<file path="config.mk">
export PLATFORM = sky130hd
export DESIGN_NAME = ccm_aes_arb_flat
export DESIGN_NICKNAME = d
export VERILOG_FILES = /design/src/rtl/ccm_pkg.sv /design/src/rtl/ccm_aes_arb_if.sv /design/src/rtl/ccm_arb_tag_fifo.sv /design/src/rtl/ccm_aes_arb.sv /design/src/flat_wrapper.sv
export SDC_FILE = /design/constraint.sdc
export NUM_CORES = 1
export LEC_CHECK = 0
export ABC_CLOCK_PERIOD_IN_PS = 9600
export CAP_MARGIN = 20
export CORE_AREA = 2 2 252 254
export CTS_BUF_LIST = sky130_fd_sc_hd__clkbuf_4
export DETAILED_ROUTE_END_ITERATION = 8
export DIE_AREA = 0 0 254 256
export DONT_BUFFER_PORTS = 1
export PLACE_DENSITY = 0.37
export SLEW_MARGIN = 20
export SYNTH_ARGS = -nofsm -noshare
export SYNTH_HDL_FRONTEND = slang
export SYNTH_HIERARCHICAL = 1
export SYNTH_SLANG_ARGS = --single-unit
</file>
<file path="constraint.sdc">
create_clock -name clk -period 9.6 [get_ports clk]
set_clock_uncertainty 0.15 [all_clocks]
set_input_delay 0.96 -clock clk [delete_from_list [all_inputs] [get_ports clk]]
set_output_delay 0.96 -clock clk [all_outputs]
set_load 0.005 [all_outputs]
</file>
<file path="src/rtl/ccm_pkg.sv">
// Shared types and constants for the CCM AES engine arbiter.
// Holds the default block width and the requester IDs (0 = CBC-MAC, 1 = CTR).
// Also holds a helper that maps a requester ID to its one-hot strobe.
package ccm_pkg;

  parameter int DEF_WIDTH_BLOCK = 128;

  typedef logic req_id_t;

  localparam req_id_t REQ_MAC = 1'b0;
  localparam req_id_t REQ_CTR = 1'b1;

  // Bit 0 strobes the MAC requester, bit 1 strobes the CTR requester.
  function automatic logic [1:0] id_to_onehot(input req_id_t id);
    return (id == REQ_CTR) ? 2'b10 : 2'b01;
  endfunction

endpackage

</file>
<file path="src/rtl/ccm_aes_arb_if.sv">
// Bundle of request, engine and response signals around the shared AES engine.
// The slave modport is the arbiter's view; master is the surrounding logic.
// out_cnt and err_unexp ride along as status outputs of the arbiter.
interface ccm_aes_arb_if import ccm_pkg::*; #(
  parameter int WIDTH_BLOCK = DEF_WIDTH_BLOCK,
  parameter int MAX_OUT     = 4
);
  localparam int WIDTH_OUT = $clog2(MAX_OUT + 1);

  logic [1:0]             req_valid;
  logic [WIDTH_BLOCK-1:0] req_data_0;
  logic [WIDTH_BLOCK-1:0] req_data_1;
  logic [1:0]             req_ready;
  logic                   aes_in_en;
  logic [WIDTH_BLOCK-1:0] aes_in_data;
  logic                   aes_out_en;
  logic [WIDTH_BLOCK-1:0] aes_out_data;
  logic [1:0]             rsp_en;
  logic [WIDTH_BLOCK-1:0] rsp_data;
  logic [WIDTH_OUT-1:0]   out_cnt;
  logic                   err_unexp;

  modport slave (
    input  req_valid, req_data_0, req_data_1, aes_out_en, aes_out_data,
    output req_ready, aes_in_en, aes_in_data, rsp_en, rsp_data, out_cnt, err_unexp
  );

  modport master (
    output req_valid, req_data_0, req_data_1, aes_out_en, aes_out_data,
    input  req_ready, aes_in_en, aes_in_data, rsp_en, rsp_data, out_cnt, err_unexp
  );

endinterface

</file>
<file path="src/rtl/ccm_arb_tag_fifo.sv">
// Purpose: 1-bit owner-tag FIFO recording which requester owns each in-flight block.
// Latency: a pushed tag is visible at head_id the cycle after the push edge.
// Backpressure: push is ignored when full and pop when empty; the caller keeps both legal.
module ccm_arb_tag_fifo import ccm_pkg::*; #(
  parameter int DEPTH = 4
) (
  input  logic    clk,
  input  logic    rst,
  input  logic    push,
  input  req_id_t push_id,
  input  logic    pop,
  output req_id_t head_id,
  output logic    empty,
  output logic    full
);
  localparam int AW = (DEPTH > 1) ? $clog2(DEPTH) : 1;

  req_id_t       mem [DEPTH];
  logic [AW:0]   wr_ptr;
  logic [AW:0]   rd_ptr;
  logic          do_push;
  logic          do_pop;

  // Extra pointer MSB distinguishes full from empty when the indices match.
  assign empty   = (wr_ptr == rd_ptr);
  assign full    = (wr_ptr[AW] != rd_ptr[AW]) && (wr_ptr[AW-1:0] == rd_ptr[AW-1:0]);
  assign do_push = push && !full;
  assign do_pop  = pop && !empty;
  assign head_id = mem[rd_ptr[AW-1:0]];

  // Pointer advance; reset empties the FIFO and discards any stored tags.
  always_ff @(posedge clk or posedge rst) begin
    if (rst) begin
      wr_ptr <= '0;
      rd_ptr <= '0;
    end else begin
      if (do_push) wr_ptr <= wr_ptr + (AW + 1)'(1);
      if (do_pop)  rd_ptr <= rd_ptr + (AW + 1)'(1);
    end
  end

  // Tag storage; contents are meaningless while empty so no reset is needed.
  always_ff @(posedge clk) begin
    if (do_push) mem[wr_ptr[AW-1:0]] <= push_id;
  end

endmodule

</file>
<file path="src/rtl/ccm_aes_arb.sv">
// Purpose: shares one pipelined AES engine between the CCM MAC and CTR paths, routing results back by owner.
// Latency: accept edge -> aes_in_en next cycle; aes_out_en edge -> rsp_en next cycle.
// Backpressure: req_ready drops while MAX_OUT blocks are in flight; responses have no backpressure.
// Build option CCM_ARB_FIXED_PRI_EN: MAC always wins ties (no round-robin pointer).
module ccm_aes_arb import ccm_pkg::*; #(
  parameter int WIDTH_BLOCK = DEF_WIDTH_BLOCK,
  parameter int MAX_OUT     = 4
) (
  input logic          clk,
  input logic          reset,
  ccm_aes_arb_if.slave bus
);
  localparam int                   WIDTH_OUT = $clog2(MAX_OUT + 1);
  localparam logic [WIDTH_OUT-1:0] CNT_MAX   = WIDTH_OUT'(MAX_OUT);

  logic [1:0]             grant;
  req_id_t                win_id;
  logic                   room;
  logic                   accept;
  logic                   pop;
  logic                   spurious;
  req_id_t                head_id;
  logic                   fifo_empty;
  logic                   fifo_full;
  logic [WIDTH_OUT-1:0]   cnt;
  logic                   in_en_q;
  logic [WIDTH_BLOCK-1:0] in_data_q;
  logic [1:0]             rsp_en_q;
  logic [WIDTH_BLOCK-1:0] rsp_data_q;
  logic                   err_q;

`ifndef CCM_ARB_FIXED_PRI_EN
  req_id_t                last_win;
`endif

  // Pick the winner: a lone requester wins; on a tie the build option decides.
  always_comb begin
    win_id = REQ_MAC;
    if (bus.req_valid == 2'b11) begin
`ifdef CCM_ARB_FIXED_PRI_EN
      win_id = REQ_MAC;
`else
      win_id = ~last_win;
`endif
    end else if (bus.req_valid[1]) begin
      win_id = REQ_CTR;
    end
    grant = (bus.req_valid != 2'b00) ? id_to_onehot(win_id) : 2'b00;
  end

  // Registered count gates acceptance, so a same-cycle pop never frees a slot early.
  assign room          = (cnt < CNT_MAX) && !fifo_full;
  assign bus.req_ready = grant & {2{room}};
  assign accept        = |(bus.req_valid & bus.req_ready);
  assign pop           = bus.aes_out_en && !fifo_empty;
  assign spurious      = bus.aes_out_en && (cnt == '0);

  ccm_arb_tag_fifo #(.DEPTH(MAX_OUT)) u_tag_fifo (
    .clk     (clk),
    .rst     (reset),
    .push    (accept),
    .push_id (win_id),
    .pop     (pop),
    .head_id (head_id),
    .empty   (fifo_empty),
    .full    (fifo_full)
  );

`ifndef CCM_ARB_FIXED_PRI_EN
  // Round-robin pointer moves only when a block is actually accepted.
  always_ff @(posedge clk or posedge reset) begin
    if (reset)       last_win <= REQ_CTR;
    else if (accept) last_win <= win_id;
  end
`endif

  // In-flight count: push and pop in the same cycle cancel out.
  always_ff @(posedge clk or posedge reset) begin
    if (reset)                cnt <= '0;
    else if (accept && !pop)  cnt <= cnt + WIDTH_OUT'(1);
    else if (!accept && pop)  cnt <= cnt - WIDTH_OUT'(1);
  end

  // Engine issue register: strobe follows acceptance, data is captured only on accept.
  always_ff @(posedge clk or posedge reset) begin
    if (reset) begin
      in_en_q   <= 1'b0;
      in_data_q <= '0;
    end else begin
      in_en_q <= accept;
      if (accept) in_data_q <= (win_id == REQ_CTR) ? bus.req_data_1 : bus.req_data_0;
    end
  end

  // Response register: the popped owner tag steers the strobe; data is shared.
  always_ff @(posedge clk or posedge reset) begin
    if (reset) begin
      rsp_en_q   <= 2'b00;
      rsp_data_q <= '0;
    end else begin
      rsp_en_q <= pop ? id_to_onehot(head_id) : 2'b00;
      if (pop) rsp_data_q <= bus.aes_out_data;
    end
  end

  // Sticky flag for a result that arrives with nothing in flight.
  always_ff @(posedge clk or posedge reset) begin
    if (reset)         err_q <= 1'b0;
    else if (spurious) err_q <= 1'b1;
  end

  assign bus.aes_in_en   = in_en_q;
  assign bus.aes_in_data = in_data_q;
  assign bus.rsp_en      = rsp_en_q;
  assign bus.rsp_data    = rsp_data_q;
  assign bus.out_cnt     = cnt;
  assign bus.err_unexp   = err_q;

endmodule

</file>
<file path="src/flat_wrapper.sv">
// flat-port wrapper written by rule: the top's interface ports become plain ports
module ccm_aes_arb_flat import ccm_pkg::*;
#(
  parameter int WIDTH_BLOCK = DEF_WIDTH_BLOCK,
  parameter int MAX_OUT     = 4
)
  (clk, reset, bus_req_valid, bus_req_data_0, bus_req_data_1, bus_aes_out_en, bus_aes_out_data, bus_req_ready, bus_aes_in_en, bus_aes_in_data, bus_rsp_en, bus_rsp_data, bus_out_cnt, bus_err_unexp);
  ccm_aes_arb_if #(.WIDTH_BLOCK(WIDTH_BLOCK), .MAX_OUT(MAX_OUT)) bus_i ();
  input logic clk;
  input logic reset;
  input wire logic [$bits(bus_i.req_valid)-1:0] bus_req_valid;
  input wire logic [$bits(bus_i.req_data_0)-1:0] bus_req_data_0;
  input wire logic [$bits(bus_i.req_data_1)-1:0] bus_req_data_1;
  input wire logic [$bits(bus_i.aes_out_en)-1:0] bus_aes_out_en;
  input wire logic [$bits(bus_i.aes_out_data)-1:0] bus_aes_out_data;
  output wire logic [$bits(bus_i.req_ready)-1:0] bus_req_ready;
  output wire logic [$bits(bus_i.aes_in_en)-1:0] bus_aes_in_en;
  output wire logic [$bits(bus_i.aes_in_data)-1:0] bus_aes_in_data;
  output wire logic [$bits(bus_i.rsp_en)-1:0] bus_rsp_en;
  output wire logic [$bits(bus_i.rsp_data)-1:0] bus_rsp_data;
  output wire logic [$bits(bus_i.out_cnt)-1:0] bus_out_cnt;
  output wire logic [$bits(bus_i.err_unexp)-1:0] bus_err_unexp;
  assign bus_i.req_valid = bus_req_valid;
  assign bus_i.req_data_0 = bus_req_data_0;
  assign bus_i.req_data_1 = bus_req_data_1;
  assign bus_i.aes_out_en = bus_aes_out_en;
  assign bus_i.aes_out_data = bus_aes_out_data;
  assign bus_req_ready = bus_i.req_ready;
  assign bus_aes_in_en = bus_i.aes_in_en;
  assign bus_aes_in_data = bus_i.aes_in_data;
  assign bus_rsp_en = bus_i.rsp_en;
  assign bus_rsp_data = bus_i.rsp_data;
  assign bus_out_cnt = bus_i.out_cnt;
  assign bus_err_unexp = bus_i.err_unexp;
  ccm_aes_arb #(.WIDTH_BLOCK(WIDTH_BLOCK), .MAX_OUT(MAX_OUT)) u_core (.clk(clk), .reset(reset), .bus(bus_i));
endmodule
</file>
* Word-level counts from Yosys, hierarchy flattened
Memory sizes are Yosys's and may differ from the RTL's.
Index checks and enable logic that the tools add are counted.
** Storage, ports and cells
- Input bits :: 389
- Register bits after elaboration :: 270
- Word-level logic and storage cells :: 49
- Output and inout bits :: 265
- Memory bits (writable) :: 4
- Memories kept :: 1
** Memories
- u_core.u_tag_fifo.mem :: depth 4, width 1, read ports 1, clocked after memory_dff 0, write ports 1, line ccm_arb_tag_fifo.sv:18 : req_id_t mem [DEPTH];
** Operators by class
- Magnitude comparators :: 1
- Bitwise gates (word level) :: 3
- $add $sub $neg :: 4
- Reductions and logical operators :: 16
- Muxes and demuxes :: 11
- Equal/unequal tests :: 4
** Operators by type and width (count)
- 128-bit 2-to-1 mux :: 1
- 3-bit by 1-bit adder with 3-bit output, second input constant :: 3
- 1-bit logical AND :: 8
- 2-bit 2-to-1 mux :: 4
- 3-bit 2-to-1 mux :: 2
- 2-bit AND :: 2
- 1-bit logical NOT :: 4
- 1-bit 2-to-1 mux :: 4
- 2-bit nonzero test :: 2
- 3-bit equality test :: 1
- 3-bit logical NOT :: 1
- 3-bit less-than comparator, second input constant :: 1
- 3-bit by 1-bit subtractor with 3-bit output, second input constant :: 1
- 2-bit equality test :: 1
- 2-bit equality test, second input constant :: 1
- 2-bit OR reduction :: 1
- 1-bit inequality test :: 1
- 1-bit NOT :: 1

* Longest topological paths before layout
- Word-level depth :: 11
- Depth in mapped cells :: 13
- Depth with buffers taken out :: 11

* Modules after synthesis
The synthesis kept the hierarchy.
** Modules (own cells, without submodules)
- ccm_aes_arb :: cells each 985, instances 1, area each 12095.4 sq um, sequential area each 6607.6 sq um
- ccm_arb_tag_fifo :: cells each 55, instances 1, area each 636.9 sq um, sequential area each 270.3 sq um

* Worst setup path before layout
Ideal clock, no wire load.
- Path kind :: input to output
- From :: in bus_req_valid[1]
- To :: out bus_req_ready[1]
- Arrival :: 1706 ps
- Setup slack :: 6784 ps
- Buffers on the path :: 3
- Cell stages on the path :: 5
- Required time :: 8490 ps
- Cell sequence :: a21bo_1 -> buf_6 -> buf_8 -> buf_6 -> nor3_1
** On the way
- Cells in the longest elaborated chain, start to end :: 5
- Elaborated cells between the ends (all ways) :: 7
- Classes of those cells :: eq/ne (1); mux (4); bitwise (1); reduce/logical (1)
** RTL lines
- from (decl) :: line flat_wrapper.sv:11 : input wire logic [$bits(bus_i.req_valid)-1:0] bus_req_valid;
- 2-bit equality test or 1-bit 2-to-1 mux (tied branches) :: line ccm_aes_arb.sv:39, ccm_aes_arb.sv:45
- 1-bit 2-to-1 mux :: line ccm_aes_arb.sv:39 : if (bus.req_valid == 2'b11) begin
- 2-bit 2-to-1 mux :: line ccm_pkg.sv:15 : return (id == REQ_CTR) ? 2'b10 : 2'b01;
- 2-bit 2-to-1 mux (*) :: line ccm_aes_arb.sv:48 : grant = (bus.req_valid != 2'b00) ? id_to_onehot(win_id) : 2'b00;
- 2-bit AND (*) :: line ccm_aes_arb.sv:53 : assign bus.req_ready = grant & {2{room}};
- to (decl) :: line flat_wrapper.sv:16 : output wire logic [$bits(bus_i.req_ready)-1:0] bus_req_ready;
Mark *: on every way between the ends. The rest lies on a longest branch, timed or not.

* Worst setup path in the final report
- From :: reg u_core.u_tag_fifo.wr_ptr[0]
- To :: out bus_req_ready[0]
** On the way
- Cells in the longest elaborated chain, start to end :: 5
** RTL lines
- from (decl) :: line ccm_arb_tag_fifo.sv:19 : logic [AW:0] wr_ptr;
- from (signal assigned) :: line ccm_arb_tag_fifo.sv:37 : if (do_push) wr_ptr <= wr_ptr + (AW + 1)'(1);
- 2-bit equality test :: line ccm_arb_tag_fifo.sv:26 : assign full = (wr_ptr[AW] != rd_ptr[AW]) && (wr_ptr[AW-1:0] == rd_ptr[AW-1:0]);
- 1-bit logical AND :: line ccm_arb_tag_fifo.sv:26
- named net u_core.fifo_full :: line ccm_aes_arb.sv:24 : logic fifo_full;
- 1-bit logical NOT :: line ccm_aes_arb.sv:52 : assign room = (cnt < CNT_MAX) && !fifo_full;
- 1-bit logical AND :: line ccm_aes_arb.sv:52
- 2-bit AND :: line ccm_aes_arb.sv:53
The timed path passes the listed nets, and every way through them passes these cells.

==> summary.md <==
| Metric | Value |
|---|---|
| Synth top area share | `a little over half` |
| Num CTS Buffers | `slightly above 80` |
| Final Wtd Congestion | `between 0.8 and 0.9` |
| Main synth FF type | `dfrtp_1` |
| FP Rows | `92` |
| Util after Layout | `between 20 and 25%` |
| RSZ-0062 raised after global routing | `no` |
| Crit-path max cell delay | `740 ps` |
| Crit path cell chain | `xnor2_1 > nand3_2 > inv_1 > nor2_1 > o21a_4 > buf_4 > and2_1` |
| Arr. time, crit path | `between 3000 and 4000 ps` |
| Die X | `254 µm` |
| Peak VDD IR | `about 0.19 mV` |
| Global-route wire length before repair | `55700 µm` |
| Post-synth top area cell | `dfrtp_1` |
| Drt via density | `around 4.0` |
| Final hold slack | `143 ps` |
| Power per Cell Area | `346 mW/mm²` |
| Final period util | `48.7%` |
| DRT Pass-1 Iters | `5` |
| Worst setup margin | `a little under 5000 ps` |
| DR WL/cell | `19.2 µm` |
| Clock slew at reported path FFs | `70 ps` |
| Ys async rst share | `a little over nine tenths` |
| Endpoint class of the critical path | `output port` |
| Post-route cell area | `around 0.015 mm²` |
| CTS root buf | `clkbuf_4` |
| YS warnings | `6` |
| Least-Margin Pin Slew | `between 1000 and 1500 ps` |
| Worst Setup Path Type | `reg -> out` |
| Crit path buf inv count | `2` |
| Unique masters post-synth | `35` |
| Worst Hold Class | `in -> reg` |
| Vias | `8079` |
| Fraction of layout instances using a drive strength above 1 | `34.2%` |
| Layout fillers | `~6700` |
| Synthesized area per cell | `12.2 µm²` |
| Io pins | `roughly 650` |
| CTS sink cnt | `274` |
| Crit-path max FO | `48` |
| Post-synth net total | `about 1400` |
| Worst r2r dst | `u_core/bus.out_cnt[2]$_DFFE_PP0P_` |
| Reg2reg setup slack | `between 5000 and 6000 ps` |
| Reg2reg start | `u_core/u_tag_fifo/wr_ptr[0]$_DFFE_PP0P_` |
| Die Area | `approximately 0.065 mm²` |
| Initial Util | `about a fifth` |
| Htree depth | `3` |
| Layout area overhead | `19.2%` |
| Top cells by instance count after synthesis | `nand2_1, dfrtp_1, mux2_4, mux2_2, clkbuf_1` |
| CP delay by family, top | `buffers and inverters` |
| Slew Limit Fails | `0` |
| Count leader, synth | `nand2_1` |
| Max Clk Rate | `between 200 and 250 MHz` |
| GRT Overall Usage | `a little under an eighth` |
| Final ANT Viol Nets | `0` |
| Pin count of the biggest net entering global routing | `between 80 and 90` |
| Maxcap violations | `0` |
| Outcome | `finished, final reports clean` |
| Initial antenna violation count | `5` |
| # DRC | `0` |
| CP Launch Type | `flop` |
| Setup violations, final | `0` |
| CTS tree | `yes` |
| Hold Startpoint | `bus_aes_out_data[14]` |
| Pre-CTS WS | `5610 ps` |
| Seq cells post-synth | `roughly 270` |
| Final #Nets | `around 1500` |
| Global route total overflow | `0` |
| Min Tclk post-route | `about 4700 ps` |
| Setup TNS | `0 ps` |
| Synthesized area | `around 0.013 mm²` |
| Port-buffer cells | `0` |
| Core area | `0.0624 mm²` |
| Area contributors post-synth | `dfrtp_1, mux2_4, nand2_1` |
| Initial DRC count | `approximately 550` |
| Min-Delay Endpoint | `u_core/bus.rsp_data[14]$_DFFE_PP0P_` |
| Post-synth EDFFs | `4` |
| R2R cell count | `12` |
| WP data required | `8490 ps` |
| Routed WL | `39200 µm` |
| Buffer depth of the longest clock path | `3` |
| Number of global-route vias before repair | `approximately 8600` |
| Max_slew headroom | `32.4%` |
| Slowest-stage cell, CP | `buf_4` |
| Post-Syn Instances | `between 1000 and 1500` |
| Clk_lat worst skew | `780 ps` |
| DP Area | `about 0.014 mm²` |
| Hold Crit Depth | `2` |
| Register area share after synthesis | `54.0%` |
| Die H | `256 µm` |
| Leakage | `around 0.0073 µW` |
| Hold Fails Final Rpt | `0` |
| Post-DP HPWL | `approximately 27000 µm` |
## per-stage QoR
| step | instances | total power (µW) |
|---|---|---|
| final | 2038 | 5260 |
| after global routing | 2038 | 5650 |
| after CTS | 2031 | 5380 |
| after detailed placement | 1836 | 4130 |
| after global placement | 1836 | 4140 |
| after floorplan | 1040 | 3620 |
## placed cells by master (no fill, tap or decap), types with 2 or more instances in the layout
master         count
o31ai_1            5
and2_1             2
and3_1             3
clkinv_2           2
mux2_4           174
clkinv_1          10
buf_4              8
nand2b_1           2
ha_1               6
bufinv_16          2
dlygate4sd3_1     58
inv_6              2
xor2_1             4
xnor2_1            6
clkbuf_4         119
nor3_1             3
a21oi_1            5
xor2_2             2
nor2_1             3
dfrtp_1          269
mux2_2            83
nand2_1          387
diode_2            6
inv_1              7
edfxtp_1           4
## how the worst max path moves through the flow
stage | endpoint | cells past startpoint | from
finish | bus_req_ready[0] | 7 | u_core/u_tag_fifo/wr_ptr[0]$_DFFE_PP0P_
global route | bus_req_ready[0] | 7 | u_core/u_tag_fifo/wr_ptr[0]$_DFFE_PP0P_
CTS | bus_req_ready[0] | 7 | u_core/u_tag_fifo/wr_ptr[0]$_DFFE_PP0P_
detailed placement | u_core/bus.out_cnt[2]$_DFFE_PP0P_ | 12 | u_core/u_tag_fifo/wr_ptr[0]$_DFFE_PP0P_
global placement | u_core/bus.out_cnt[2]$_DFFE_PP0P_ | 12 | u_core/u_tag_fifo/wr_ptr[0]$_DFFE_PP0P_
floorplan | u_core/bus.aes_in_data[0]$_DFFE_PP0N_ | 1 | reset
## layer usage
| layer | up-vias | GRT usage, % | share of wire [%] |
|---|---|---|---|
| met1 | 3869 | 12.5 | 37 |
| li1 | 3642 | - | - |
| met3 | 85 | 4.53 | 9.5 |
| met2 | 481 | 19.9 | 51 |
| met4 | 2 | 4.53 | 2.8 |
| met5 | - | 0 | 0.026 |
## what timing repair did
item	in CTS	in global routing
resized for setup	0	0
setup endpoints to repair	0	0
setup buffers	0	0
hold endpoints to repair	147	1
hold buffers	57	1
## cell families after synthesis
family | synth area share (%)
XOR/XNOR | 0.943
flip-flops | 54.0
buffers and inverters | 3.03
adder cells (fa/ha/maj) | 0.747
AND/OR/NAND/NOR | 12.2
multiplexers | 28.1
AO/OA/AOI/OAI | 0.993
## flip-flops by register name, summed over array words and instances (netlist names)
name                      flops
u_core/last_win               1
u_core/u_tag_fifo/mem         4
u_core/bus.aes_in_en          1
u_core/bus.err_unexp          1
u_core/bus.out_cnt            3
u_core/bus.rsp_en             2
u_core/u_tag_fifo/wr_ptr      3
u_core/bus.rsp_data         128
u_core/u_tag_fifo/rd_ptr      3
u_core/bus.aes_in_data      128
## worst register-to-register path: stages, from the launching register on
cell	delay, ps
dfrtp_1	480
xnor2_1	260
nand3_2	130
inv_1	70
nor2_1	210
o21a_4	640
buf_4	740
ha_1	320
inv_1	70
fa_1	370
xor2_1	150
nor2_1	110
xor2_1	150
## area by class of cell
type | instances | area [µm²] | area share (%)
Timing Repair Buffer | 67 | 652 | 4.30
Multi-Input combinational cell | 698 | 5490 | 36.2
Antenna cell | 6 | 15.0 | 0.0989
Sequential cell | 274 | 6880 | 45.3
Inverter | 9 | 43.8 | 0.289
Clock buffer | 119 | 893 | 5.89
Clock inverter | 19 | 145 | 0.956
Tap cell | 846 | 1060 | 6.98
## power breakdown
part	internal (µW)	switching (µW)
sequential	1750	588
combinational	916	838
clock	621	541
total	3290	1970
Note: power is estimated with default switching activity, not from simulation.
